$ cat src/rtl/seg7_display_ctrl_pkg.sv
// Shared definitions for the seven-segment display controller:
// register map, segment bit order and the hex glyph table.
package seg7_display_ctrl_pkg;

  // IO register offsets (low address bits); offset 3 is unmapped.
  localparam logic [1:0] SEG_ADDR_LO   = 2'd0;
  localparam logic [1:0] SEG_ADDR_CTRL = 2'd1;
  localparam logic [1:0] SEG_ADDR_HI   = 2'd2;

  // Segment word as driven on seg_out: {dp,g,f,e,d,c,b,a}, bit 0 = a.
  typedef struct packed {
    logic       dp;
    logic [6:0] gfedcba;
  } seg_word_t;

  // Glyphs for 0-F in {g,f,e,d,c,b,a} order, active-high.
  localparam logic [6:0] HEX7_TABLE [0:15] = '{
    7'h3F, 7'h06, 7'h5B, 7'h4F, 7'h66, 7'h6D, 7'h7D, 7'h07,
    7'h7F, 7'h6F, 7'h77, 7'h7C, 7'h39, 7'h5E, 7'h79, 7'h71
  };

endpackage

$ cat src/rtl/hex_to_seg7.sv
// Combinational nibble-to-glyph decoder for one seven-segment digit.
module hex_to_seg7 (
  input  logic [3:0] i_nibble,
  output logic [6:0] o_seg
);
  import seg7_display_ctrl_pkg::*;

  assign o_seg = HEX7_TABLE[i_nibble];

endmodule

$ cat src/rtl/seg7_display_ctrl.sv
// Memory-mapped 8-digit seven-segment controller. CPU writes land in a
// pending buffer; the buffer is copied to the displayed shadow copy only
// at the end of a full 8-digit frame, so a frame never shows a mix of
// old and new data. Digits are time-multiplexed by a prescaled scan
// counter with a short blanking window at the start of each slot.
module seg7_display_ctrl #(
  parameter int SCAN_DIV     = 100000,
  parameter int BLANK_CYCLES = 1000
) (
  input  logic        clock,
  input  logic        reset,
  input  logic        SegCtrl,
  input  logic        ioWrite,
  input  logic [1:0]  segAddr,
  input  logic [15:0] write_data,
  output logic [7:0]  seg_en,
  output logic [7:0]  seg_out,
  output logic        frame_done
);
  import seg7_display_ctrl_pkg::*;

  localparam int             CW        = $clog2(SCAN_DIV);
  localparam logic [CW-1:0]  CNT_LAST  = CW'(SCAN_DIV - 1);
  localparam logic [CW-1:0]  BLANK_LIM = CW'(BLANK_CYCLES);

  logic [CW-1:0] r_cnt;
  logic [2:0]    r_idx;
  logic [31:0]   r_pending;
  logic [31:0]   r_shadow;
  logic [7:0]    r_en_mask;
  logic [7:0]    r_dp_mask;
  logic          r_frame_done;
  logic [7:0]    r_seg_en;
  seg_word_t     r_seg_out;

  logic          w_wr;
  logic          w_slot_end;
  logic          w_commit;
  logic          w_blank;
  logic [3:0]    w_nibble;
  logic [6:0]    w_glyph;

  assign w_wr       = SegCtrl & ioWrite;
  assign w_slot_end = (r_cnt == CNT_LAST);
  assign w_commit   = w_slot_end && (r_idx == 3'd7);
  assign w_blank    = (r_cnt < BLANK_LIM) || !r_en_mask[r_idx];
  assign w_nibble   = r_shadow[{r_idx, 2'b00} +: 4];

  hex_to_seg7 u_hex (
    .i_nibble (w_nibble),
    .o_seg    (w_glyph)
  );

  // CPU register writes: data halves go to the pending buffer, masks apply at once.
  always_ff @(posedge clock) begin
    if (!reset) begin
      r_pending <= '0;
      r_en_mask <= '0;
      r_dp_mask <= '0;
    end else if (w_wr) begin
      case (segAddr)
        SEG_ADDR_LO:   r_pending[15:0]  <= write_data;
        SEG_ADDR_HI:   r_pending[31:16] <= write_data;
        SEG_ADDR_CTRL: begin
          r_en_mask <= write_data[7:0];
          r_dp_mask <= write_data[15:8];
        end
        default: ;
      endcase
    end
  end

  // Scan prescaler, digit index and end-of-frame commit of pending into shadow.
  always_ff @(posedge clock) begin
    if (!reset) begin
      r_cnt        <= '0;
      r_idx        <= '0;
      r_shadow     <= '0;
      r_frame_done <= 1'b0;
    end else begin
      if (w_slot_end) begin
        r_cnt <= '0;
        r_idx <= r_idx + 3'd1;
      end else begin
        r_cnt <= r_cnt + CW'(1);
      end
      // Reads the pre-edge pending value, so a same-cycle write waits a frame.
      if (w_commit) begin
        r_shadow <= r_pending;
      end
      r_frame_done <= w_commit;
    end
  end

  // Registered digit drive: dark during blanking or for masked digits, else one-hot.
  always_ff @(posedge clock) begin
    if (!reset) begin
      r_seg_en  <= '0;
      r_seg_out <= '0;
    end else if (w_blank) begin
      r_seg_en  <= '0;
      r_seg_out <= '0;
    end else begin
      r_seg_en          <= 8'b1 << r_idx;
      r_seg_out.dp      <= r_dp_mask[r_idx];
      r_seg_out.gfedcba <= w_glyph;
    end
  end

  assign seg_en     = r_seg_en;
  assign seg_out    = r_seg_out;
  assign frame_done = r_frame_done;

endmodule

$ cat config.mk
export PLATFORM = sky130hd
export DESIGN_NAME = seg7_display_ctrl
export DESIGN_NICKNAME = d
export VERILOG_FILES = /design/src/rtl/seg7_display_ctrl_pkg.sv /design/src/rtl/hex_to_seg7.sv /design/src/rtl/seg7_display_ctrl.sv
export SDC_FILE = /design/constraint.sdc
export NUM_CORES = 1
export LEC_CHECK = 0
export ABC_AREA = 1
export BUFFER_PORTS_ARGS = -buffer_cell sky130_fd_sc_hd__buf_2
export CAP_MARGIN = 25
export CORE_MARGIN = 1.5
export CORE_UTILIZATION = 55
export DETAILED_ROUTE_END_ITERATION = 8
export PLACE_DENSITY = 0.78
export SETUP_SLACK_MARGIN = 0.15
export SLEW_MARGIN = 15
export SYNTH_ARGS = -nofsm -noshare
export SYNTH_HDL_FRONTEND = slang
export SYNTH_SLANG_ARGS = --single-unit
$ cat constraint.sdc
create_clock -name clock -period 2.75 [get_ports clock]
set_input_delay 0.1375 -clock clock [delete_from_list [all_inputs] [get_ports clock]]
set_output_delay 0.1375 -clock clock [all_outputs]
set_load 0.005 [all_outputs]
### After elaboration in Yosys (flattened, before gate mapping)

Memories as Yosys holds them, arrays and structs flattened. A register that Yosys moved wholly into a read port is not among the register bits.
Index checks and enable logic that the tools add are counted.

| storage, ports and cells | value |
|---|---|
| register bits after elaboration | 110 |
| memory bits (read-only) | 112 |
| input port bits | 22 |
| output and inout port bits | 17 |
| word-level logic and storage cells | 37 |
| memories kept | 1 |

| cells by class | value |
|---|---|
| $add $sub $neg | 2 |
| order comparisons | 2 |
| equal/unequal tests | 4 |
| shifts and indexed selects | 2 |
| multiplexer cells | 4 |
| bitwise operators | 3 |
| reductions and logical operators | 9 |

Memories:

| name | words | bits a word | read ports | clocked after Yosys merged registers in | wr ports | line | source |
|---|---|---|---|---|---|---|---|
| (no name shown) | 16 | 7 | 1 | 1 | 0 | hex_to_seg7.sv:8 | `assign o_seg = HEX7_TABLE[i_nibble];` |

Operators by type and width:

| cell | number |
|---|---|
| $shiftx A32 B6 Y4 | 1 |
| $add A17 B1 Y17 const B | 1 |
| $eq A17 B17 Y1 const B | 1 |
| $lt A17 B10 Y1 const B | 1 |
| $shl A1 B3 Y8 const A | 1 |
| $bmux W1 S3 | 2 |
| $reduce_and A2 Y1 | 3 |
| $not A4 Y5 | 1 |
| $lt A3 B4 Y1 const B | 1 |
| $reduce_or A2 Y1 | 2 |
| $add A3 B1 Y3 const B | 1 |
| $eq A3 B3 Y1 const B | 1 |
| $eq A2 B1 Y1 const B | 1 |
| $eq A2 B2 Y1 const B | 1 |
| $logic_not A2 Y1 | 1 |
| $mux W1 | 2 |
| $and A1 B1 Y1 | 1 |
| $logic_and A1 B1 Y1 | 1 |
| $logic_not A1 Y1 | 1 |
| $logic_or A1 B1 Y1 | 1 |
| $not A1 Y1 | 1 |

### Depth between registers and ports, before layout

Gate-level depths: netlist of run 1.

| logic depth | value |
|---|---|
| word-level depth | 5 |
| gate-level depth with buffers | 14 |
| gate-level depth less buffers | 12 |

### Hierarchy

A second synthesis of run 1 with hierarchy kept.

| second synthesis, totals | value |
|---|---|
| cell total of the unflattened synthesis | 747 |
| area total of the unflattened synthesis | 5113.7 sq um |

Modules (own cells, without submodules):

| module | instances | cells an instance | area an instance (sq um) | seq. area each (sq um) |
|---|---|---|---|---|
| seg7_display_ctrl | 1 | 693 | 4828.4 | 2342.2 |
| hex_to_seg7 | 1 | 54 | 285.3 | 0.0 |

### Worst setup path after synthesis of run 1

No wires, ideal clock.

| timing path | value |
|---|---|
| kind | reg-to-reg |
| from | register r_idx[0] |
| to | register, netlist name seg_out[3] |
| setup time | 0.064 ns |
| arrival | 1.763 ns |
| required time | 2.686 ns |
| setup slack | 0.924 ns |
| stages on the path, launching flop included | 15 |
| buffers on the path | 2 |
| period minus slack after synthesis | 1.826 ns |
| cell sequence | dfxtp_1 > buf_4 > inv_4 > buf_6 > nand2_1 > nand3_1 > nand2_1 > o21ai_1 > inv_1 > ha_1 > inv_1 > nand2_1 > o21ai_0 > nor2_1 > nor2_1 |

| between the ends | value |
|---|---|
| word-level cells in the longest chain between the ends | 5 |
| elaborated cells on any way between the ends | 7 |
| those cells by class | 1 x shift; 2 x mux; 1 x bitwise; 3 x reduce/logical |

RTL lines:

| item | line | source |
|---|---|---|
| from (decl) | seg7_display_ctrl.sv:27 | `logic [2:0] r_idx;` |
| from (signal assigned) | seg7_display_ctrl.sv:83 | `r_idx <= r_idx + 3'd1;` |
| $bmux W1 S3 | seg7_display_ctrl.sv:46 | `assign w_blank = (r_cnt < BLANK_LIM) \|\| !r_en_mask[r_idx];` |
| $mux W1 (implied by the code) | seg7_display_ctrl.sv:46 |  |
| $logic_not A1 Y1 | seg7_display_ctrl.sv:46 |  |
| $logic_or A1 B1 Y1 | seg7_display_ctrl.sv:46 |  |
| $reduce_or A2 Y1 (no line) | -- |  |

Several ways; a longest one is shown, not always the timed one. The select of a mux whose other input is x is not followed.
A chain may end at the register's enable or synchronous reset.

### Worst setup path in the final report of run 1

| timing path | value |
|---|---|
| from | register r_idx[0] |
| to | register, netlist name seg_out[3] |

| between the ends | value |
|---|---|
| word-level cells in the longest chain between the ends | 5 |
| elaborated cells on any way between the ends | 7 |
| those cells by class | 1 x shift; 2 x mux; 1 x bitwise; 3 x reduce/logical |

RTL lines:

| item | line |
|---|---|
| $bmux W1 S3 | seg7_display_ctrl.sv:46 |
| $mux W1 (implied by the code) | seg7_display_ctrl.sv:46 |
| $logic_not A1 Y1 | seg7_display_ctrl.sv:46 |
| $logic_or A1 B1 Y1 | seg7_display_ctrl.sv:46 |
| $reduce_or A2 Y1 (no line) | -- |

Several ways; a longest one is shown, not always the timed one. The select of a mux whose other input is x is not followed.

==> results of run 1 <==
-- cell usage in the layout, fill, tap and decap left out --
cell and count:
nor2_4 1, clkinvlp_4 5, inv_1 68, nor2_1 129, nor4_1 1, inv_4 1, clkinv_2 1, buf_12 1
nand3_1 40, inv_2 2, inv_6 5, bufinv_16 2, nor3_2 3, clkbuf_8 2, ha_1 13, buf_4 6
nand2_1 92, nor3_1 3, nand4_1 4, or2_2 1, nand2_2 3, xor2_1 1, o22ai_1 2, clkbuf_16 16
nand4_4 1, xnor2_1 1, nor2_2 4, o21ai_0 93, o21a_1 3, buf_2 38, and3_1 1, or2_0 1
dfxtp_1 117, dlygate4sd3_1 17, nand3_2 1, o21ai_1 7, a21oi_1 56
-- per-stage QoR --
stage | hold slack [ns] | utilization | total power [µW] | instances
floorplan | 0.272 | - | 1840 | 679
global placement | 0.388 | 0.594 | 1890 | 802
detailed placement | 0.399 | 0.594 | 1890 | 802
CTS | 0.182 | 0.679 | 4010 | 850
global route | 0.207 | 0.679 | 4120 | 850
finish | 0.198 | 0.679 | 3980 | 850
-- power groups by stage --
| stage | Combinational [µW] | Clock [µW] | Sequential, µW |
|---|---|---|---|
| 2_1_floorplan | 74.1 | 0 | 1770 |
| 3_3_place_gp | 111 | 0 | 1770 |
| 3_5_place_dp | 115 | 0 | 1780 |
| 4_1_cts | 135 | 2130 | 1740 |
| 5_1_grt | 154 | 2220 | 1740 |
| 6_report | 136 | 2110 | 1740 |
-- flip-flops by register name, indices dropped and copies added, names as in the netlist --
register    flops
r_idx           3
r_cnt          17
r_pending      32
r_dp_mask       8
r_shadow       32
frame_done      1
seg_en          8
seg_out         8
r_en_mask       8
-- worst register-to-register path: cells and delay by family (launching register included) --
kind	cells	cell delay [ns]
buffers and inverters	4	0.67
AO/OA/AOI/OAI	2	0.43
AND/OR/NAND/NOR	6	0.45
flip-flops	1	0.37
adder cells (fa/ha/maj)	1	0.25
-- per-layer routing --
metal	track usage	share of wire	vias to the layer above
met2	0.418	0.48	147
met4	0.102	0.017	0
li1	-	-	2297
met3	0.0637	0.054	16
met1	0.302	0.45	2009
met5	0	0	-
-- logic make-up after synthesis --
kind of cell | count (synthesis) | synth area share
simple gates | 285 | 0.242
compound gates | 161 | 0.163
flops | 117 | 0.469
buf+inv | 101 | 0.0899
fa+ha+maj | 13 | 0.0325
xor+xnor | 2 | 0.00351
-- path summary, 6_finish.rpt --
kind | start | endpoint | slack, ns | cells past startpoint
setup / recovery | r_idx[0] | seg_out[3] | 0.50 | 13
hold / removal | segAddr[0] | r_pending[3] | 0.20 | 5
setup reg to reg | r_idx[0] | seg_out[3] | 0.50 | 13
hold reg to reg | r_shadow[29] | r_shadow[29] | 0.44 | 2
-- layout make-up --
cell class                      instances  area, µm²
Clock buffer                           18        428
Multi-Input combinational cell        461       2210
Fill cell                             760       2810
Clock inverter                         13        146
Tap cell                              108        135
Sequential cell                       117       2340
Inverter                               71        269
Timing Repair Buffer                   62        425
==> impl_metrics.tcl, run 1 <==
set metrics [dict create \
    status "complete, no violations" \
    p_clk_frac 0.529 \
    cts_hold_buf 17 \
    start_util 0.570 \
    worst_pin_slew_ns 0.652 \
    setup_slack_ns 0.498 \
    cts_tree "yes" \
    clkSinkCount 117 \
    p_int_uw 3100 \
    finClkSkew_ns 0.0121 \
    overflow 0 \
    post_synth_instance_area_um2 5000 \
    layout_min_cycle_time_ns 2.25 \
    cts_buffer_depth 2 \
    critPathBufInv 4 \
    drt-total-wl_um 11600 \
    drive_above_1_share 0.125 \
    ir_worst_vdd_mv 0.414 \
    critical_path_class "register to register" \
    first_pass_iters 5 \
    yosysWarnings 0 \
    gp_congestion 0.909 \
    ys_types 32 \
    die-area_um2 9670 \
    yosysSeqAreaShare 0.469 \
    syn-instance-count 679 \
    power_frac_seq 0.437 \
    synth_ff_type "dfxtp_1" \
    root_buffer "clkbuf_8" \
    cts_resized 0 \
    p_sw_frac 0.223 \
    dp_hpwl_um 7590 \
    ys_seq_elements 117 \
    slew_viol_final 0 \
    leakagePower_uw 0.00248 \
    fmax_mhz 444 \
    vias 4469 \
    viasPerCell 5.26 \
    finalSetupViolCount 0 \
    cap_violations 0 \
    antenna-diode-count 0 \
    yosys.area.top_type "dfxtp_1" \
    antenna_found_initial 0 \
    avgSynthCellArea_um2 7.36 \
    io_buffers 38 \
    routedWlPerCell_um 13.6 \
    cp_slowest_cell "dfxtp_1" \
    cp_data_arrival_time_ns 2.70 \
    synth_edf_count 0 \
    die_y_um 98.3 \
    io_pins 39 \
    fp-row-count 34 \
    cts_buffers 17 \
    grt_max_degree 85 \
    timing.final.crit_share 0.819 \
    drc 0 \
    p_sw_uw 887 \
    min_path_type "input pin to register" \
    synth_area_leaders "dfxtp_1, nor2_1, o21ai_0" \
    p_per_area_nw_per_um2 669 \
    startpoint_type "register" \
    fin_area_um2 5950 \
    end_kind "register" \
    grt_use_total 0.248 \
    pre_cts_ws_ns 0.548 \
    cp_max_fo 28 \
    cp_top_family "buffers and inverters" \
    synth_most_common_cell "nor2_1" \
    rsz0062_at_grt "no" \
    clock_latency_ns 0.51 \
    synth_nets 714 \
    placedInstanceArea_um2 5210 \
    synth_top_cell_area_share 0.469 \
    ant_nets 0 \
    grt_pass1_vias 4266 \
    tns_ns 0 \
    timing.slew.headroom 0.565 \
    async_flop_share 0 \
    core_area_um2 8760 \
    grt_first_pass_wirelength_um 19300 \
    cts_max_level 4 \
    final_nets 765 \
    die_x_um 98.3 \
    path_clk_slew_ns 0.06 \
    cp.required_ns 3.20 \
    critPathMostFrequentCell "nand2_1" \
    finalHoldViolations 0 \
    cpPeakStageDelay_ns 0.37 \
    combinationalPowerShare 0.034 \
    syn_to_final_growth_pct 19.1 \
    post_cts_buffers 0 \
    crit_chain "buf_4 > inv_4 > nand2_1 > nand3_1 > nand2_1 > o21ai_1 > inv_1 > ha_1 > inv_1 > nand2_1 > o21ai_0 > nor2_1 > nor2_1" \
    synthTopCellsByCount "nor2_1, dfxtp_1, o21ai_0, nand2_1, inv_1" \
    drt_iter0_drc 224 \
]
Power figures use the tool's default switching activity.
==> inputs of run 2 (changes only) <==
--- a/config.mk
+++ b/config.mk
@@ -5,7 +5,7 @@
 export SDC_FILE = /design/constraint.sdc
 export NUM_CORES = 1
 export LEC_CHECK = 0
-export ABC_AREA = 1
+export ABC_AREA = 0
 export BUFFER_PORTS_ARGS = -buffer_cell sky130_fd_sc_hd__buf_2
 export CAP_MARGIN = 25
 export CORE_MARGIN = 1.5
==> constraint.sdc (replaced) <==
create_clock -name clock -period 2.2 [get_ports clock]
set_input_delay 0.11 -clock clock [delete_from_list [all_inputs] [get_ports clock]]
set_output_delay 0.11 -clock clock [all_outputs]
set_load 0.005 [all_outputs]
==> run 2 against run 1 <==
Against the previous run: sequential power is 24% higher; via count down 13%; clock skew fell by 0.0015 ns; critical path type unchanged; combinational power increased by 14%; clock power up 27%; power grew 25%; design area is 6.5% higher.
==> impl_metrics.tcl, run 2 <==
set metrics [dict create \
    status "complete, no violations" \
    drc 0 \
    cp_slowest_cell "mux4_2" \
    timing.final.crit_share 0.931 \
    cp_data_arrival_time_ns 2.47 \
    end_kind "register" \
    p_sw_uw 1130 \
    synth_top_cell_area_share 0.449 \
    cts_tree "yes" \
    slew_viol_final 0 \
    startpoint_type "register" \
    grt_max_degree 52 \
    cp_max_fo 6 \
    grt_first_pass_wirelength_um 18400 \
    yosysSeqAreaShare 0.449 \
    final_cell_mix "nand2_1, dfxtp_1, a21boi_0, buf_2" \
    cts_max_level 4 \
    final_common_cell "nand2_1" \
    finalHoldViolations 0 \
    fp-row-count 35 \
    synth_most_common_cell "nand2_1" \
    gp_congestion 0.817 \
    clkSinkCount 117 \
    synthTopCellsByCount "nand2_1, dfxtp_1, a21boi_0, a21boi_2, nand2_2" \
    min_path_type "input pin to register" \
    core_area_um2 9200 \
    power_frac_seq 0.432 \
    combinationalPowerShare 0.031 \
    crit_chain "buf_6 > mux4_2 > mux2i_2 > buf_4 > buf_4 > buf_4 > or2_4 > a21oi_2 > a211oi_1" \
    routedWlPerCell_um 14.7 \
    synth_nets 586 \
    async_flop_share 0 \
    largest_registers "r_pending x32, r_shadow x32, r_cnt x17" \
    die_y_um 100 \
    cts_buffer_depth 2 \
    layout_min_cycle_time_ns 2.05 \
    synth_ff_type "dfxtp_1" \
    grt_use_total 0.234 \
    finClkSkew_ns 0.0106 \
    avgSynthCellArea_um2 9.46 \
    cts_buffers 17 \
    ir_worst_vdd_mv 0.501 \
    drt_iter0_drc 150 \
    syn-instance-count 551 \
    placedInstanceArea_um2 5510 \
    syn_to_final_growth_pct 21.7 \
    leakagePower_uw 0.00232 \
    fin_area_um2 6340 \
    io_pins 39 \
    dp_hpwl_um 7180 \
    die-area_um2 10100 \
    cap_violations 0 \
    rsz0062_at_grt "yes" \
    viasPerCell 5.27 \
    antenna_found_initial 0 \
    p_clk_frac 0.537 \
    p_per_area_nw_per_um2 788 \
    vias 3886 \
    fmax_mhz 488 \
    p_int_uw 3860 \
    cpPeakStageDelay_ns 0.51 \
    critical_path_class "register to register" \
    post_synth_instance_area_um2 5210 \
    clock_latency_ns 0.51 \
    worst_pin_slew_ns 0.627 \
    yosys.area.top_type "dfxtp_1" \
    grt_pass1_vias 3823 \
    drt-total-wl_um 10800 \
    drive_above_1_share 0.291 \
    timing.slew.headroom 0.582 \
    path_clk_slew_ns 0.06 \
    overflow 0 \
    root_buffer "clkbuf_8" \
    r2r_slack_ns 0.15 \
    finalPower_uw 5000 \
    die_x_um 100 \
    tns_ns 0 \
    cp.required_ns 2.62 \
    io_buffers 38 \
    antenna-diode-count 0 \
    ys_seq_elements 117 \
    final_nets 648 \
    critPathMostFrequentCell "buf_4" \
    first_pass_iters 4 \
    finalSetupViolCount 0 \
    ant_nets 0 \
    yosysWarnings 0 \
    p_sw_frac 0.227 \
    synth_edf_count 0 \
    ys_types 42 \
    start_util 0.567 \
    synth_area_leaders "dfxtp_1, nand2_1, a21boi_0" \
]
==> run 2: cell families after synthesis <==
group	share of synthesized area
DFF	0.449
adders and majority gates	0.0312
muxes	0.0739
buffers and inverters	0.0456
xor gates and xnor gates	0.0252
and+or+nand+nor	0.220
AOI/OAI and AO/OA	0.155
==> run 2: worst paths after layout <==
| path | startpoint | endpoint | depth (start not counted) |
|---|---|---|---|
| max | r_idx[0] | seg_out[1] | 9 |
| min | segAddr[1] | r_pending[15] | 5 |
| max reg2reg | r_idx[0] | seg_out[1] | 9 |
| min reg2reg | r_shadow[11] | r_shadow[11] | 2 |
==> run 2: power by group through the flow <==
stage	clock network, µW	registers, µW	logic, µW
after floorplan	0	2200	84.4
after global placement	0	2200	129
after detailed placement	0	2200	132
after CTS	2710	2160	154
after global routing	2830	2160	170
final	2680	2160	155
==> run 2: worst max-delay path: cells and delay by family (launching register included) <==
kind / cells / cell delay (ns)
and+or+nand+nor: 1 / 0.11
buffers and inverters: 4 / 0.51
AOI/OAI and AO/OA: 2 / 0.24
muxes: 2 / 0.70
DFF: 1 / 0.40
==> run 2: final cells by class <==
type	count	area, µm²
clock buffer	18	418
clock inverter	14	163
fill	661	2860
inverter	11	46.3
multi-input combinational	391	2660
sequential	117	2350
tap	111	139
timing repair buffer	75	566
==> run 2: per-stage QoR <==
step	hold WS (ns)	utilization	setup WS [ns]	std cells
6_report	0.143	0.690	0.152	737
5_1_grt	0.160	0.690	0.0653	737
4_1_cts	0.119	0.686	0.156	735
3_5_place_dp	0.397	0.599	0.0495	682
3_3_place_gp	0.384	0.599	0.109	682
2_1_floorplan	0.255	-	0.107	551
==> run 2: what timing repair did <==
item,4_1_cts,5_1_grt
gates resized for setup,4,5
hold endpoints to repair,48,0
buffers inserted,5,2
pin swaps,0,2
endpoints found under the setup margin,5,31
hold buffers,16,0
==> run 2: metal layers <==
metal,up-vias,routed length (µm),GRT usage
met2,75,5440,0.395
met3,10,372,0.0508
met1,1832,4920,0.295
met4,0,109,0.0867
li1,1969,-,-
met5,-,0,0
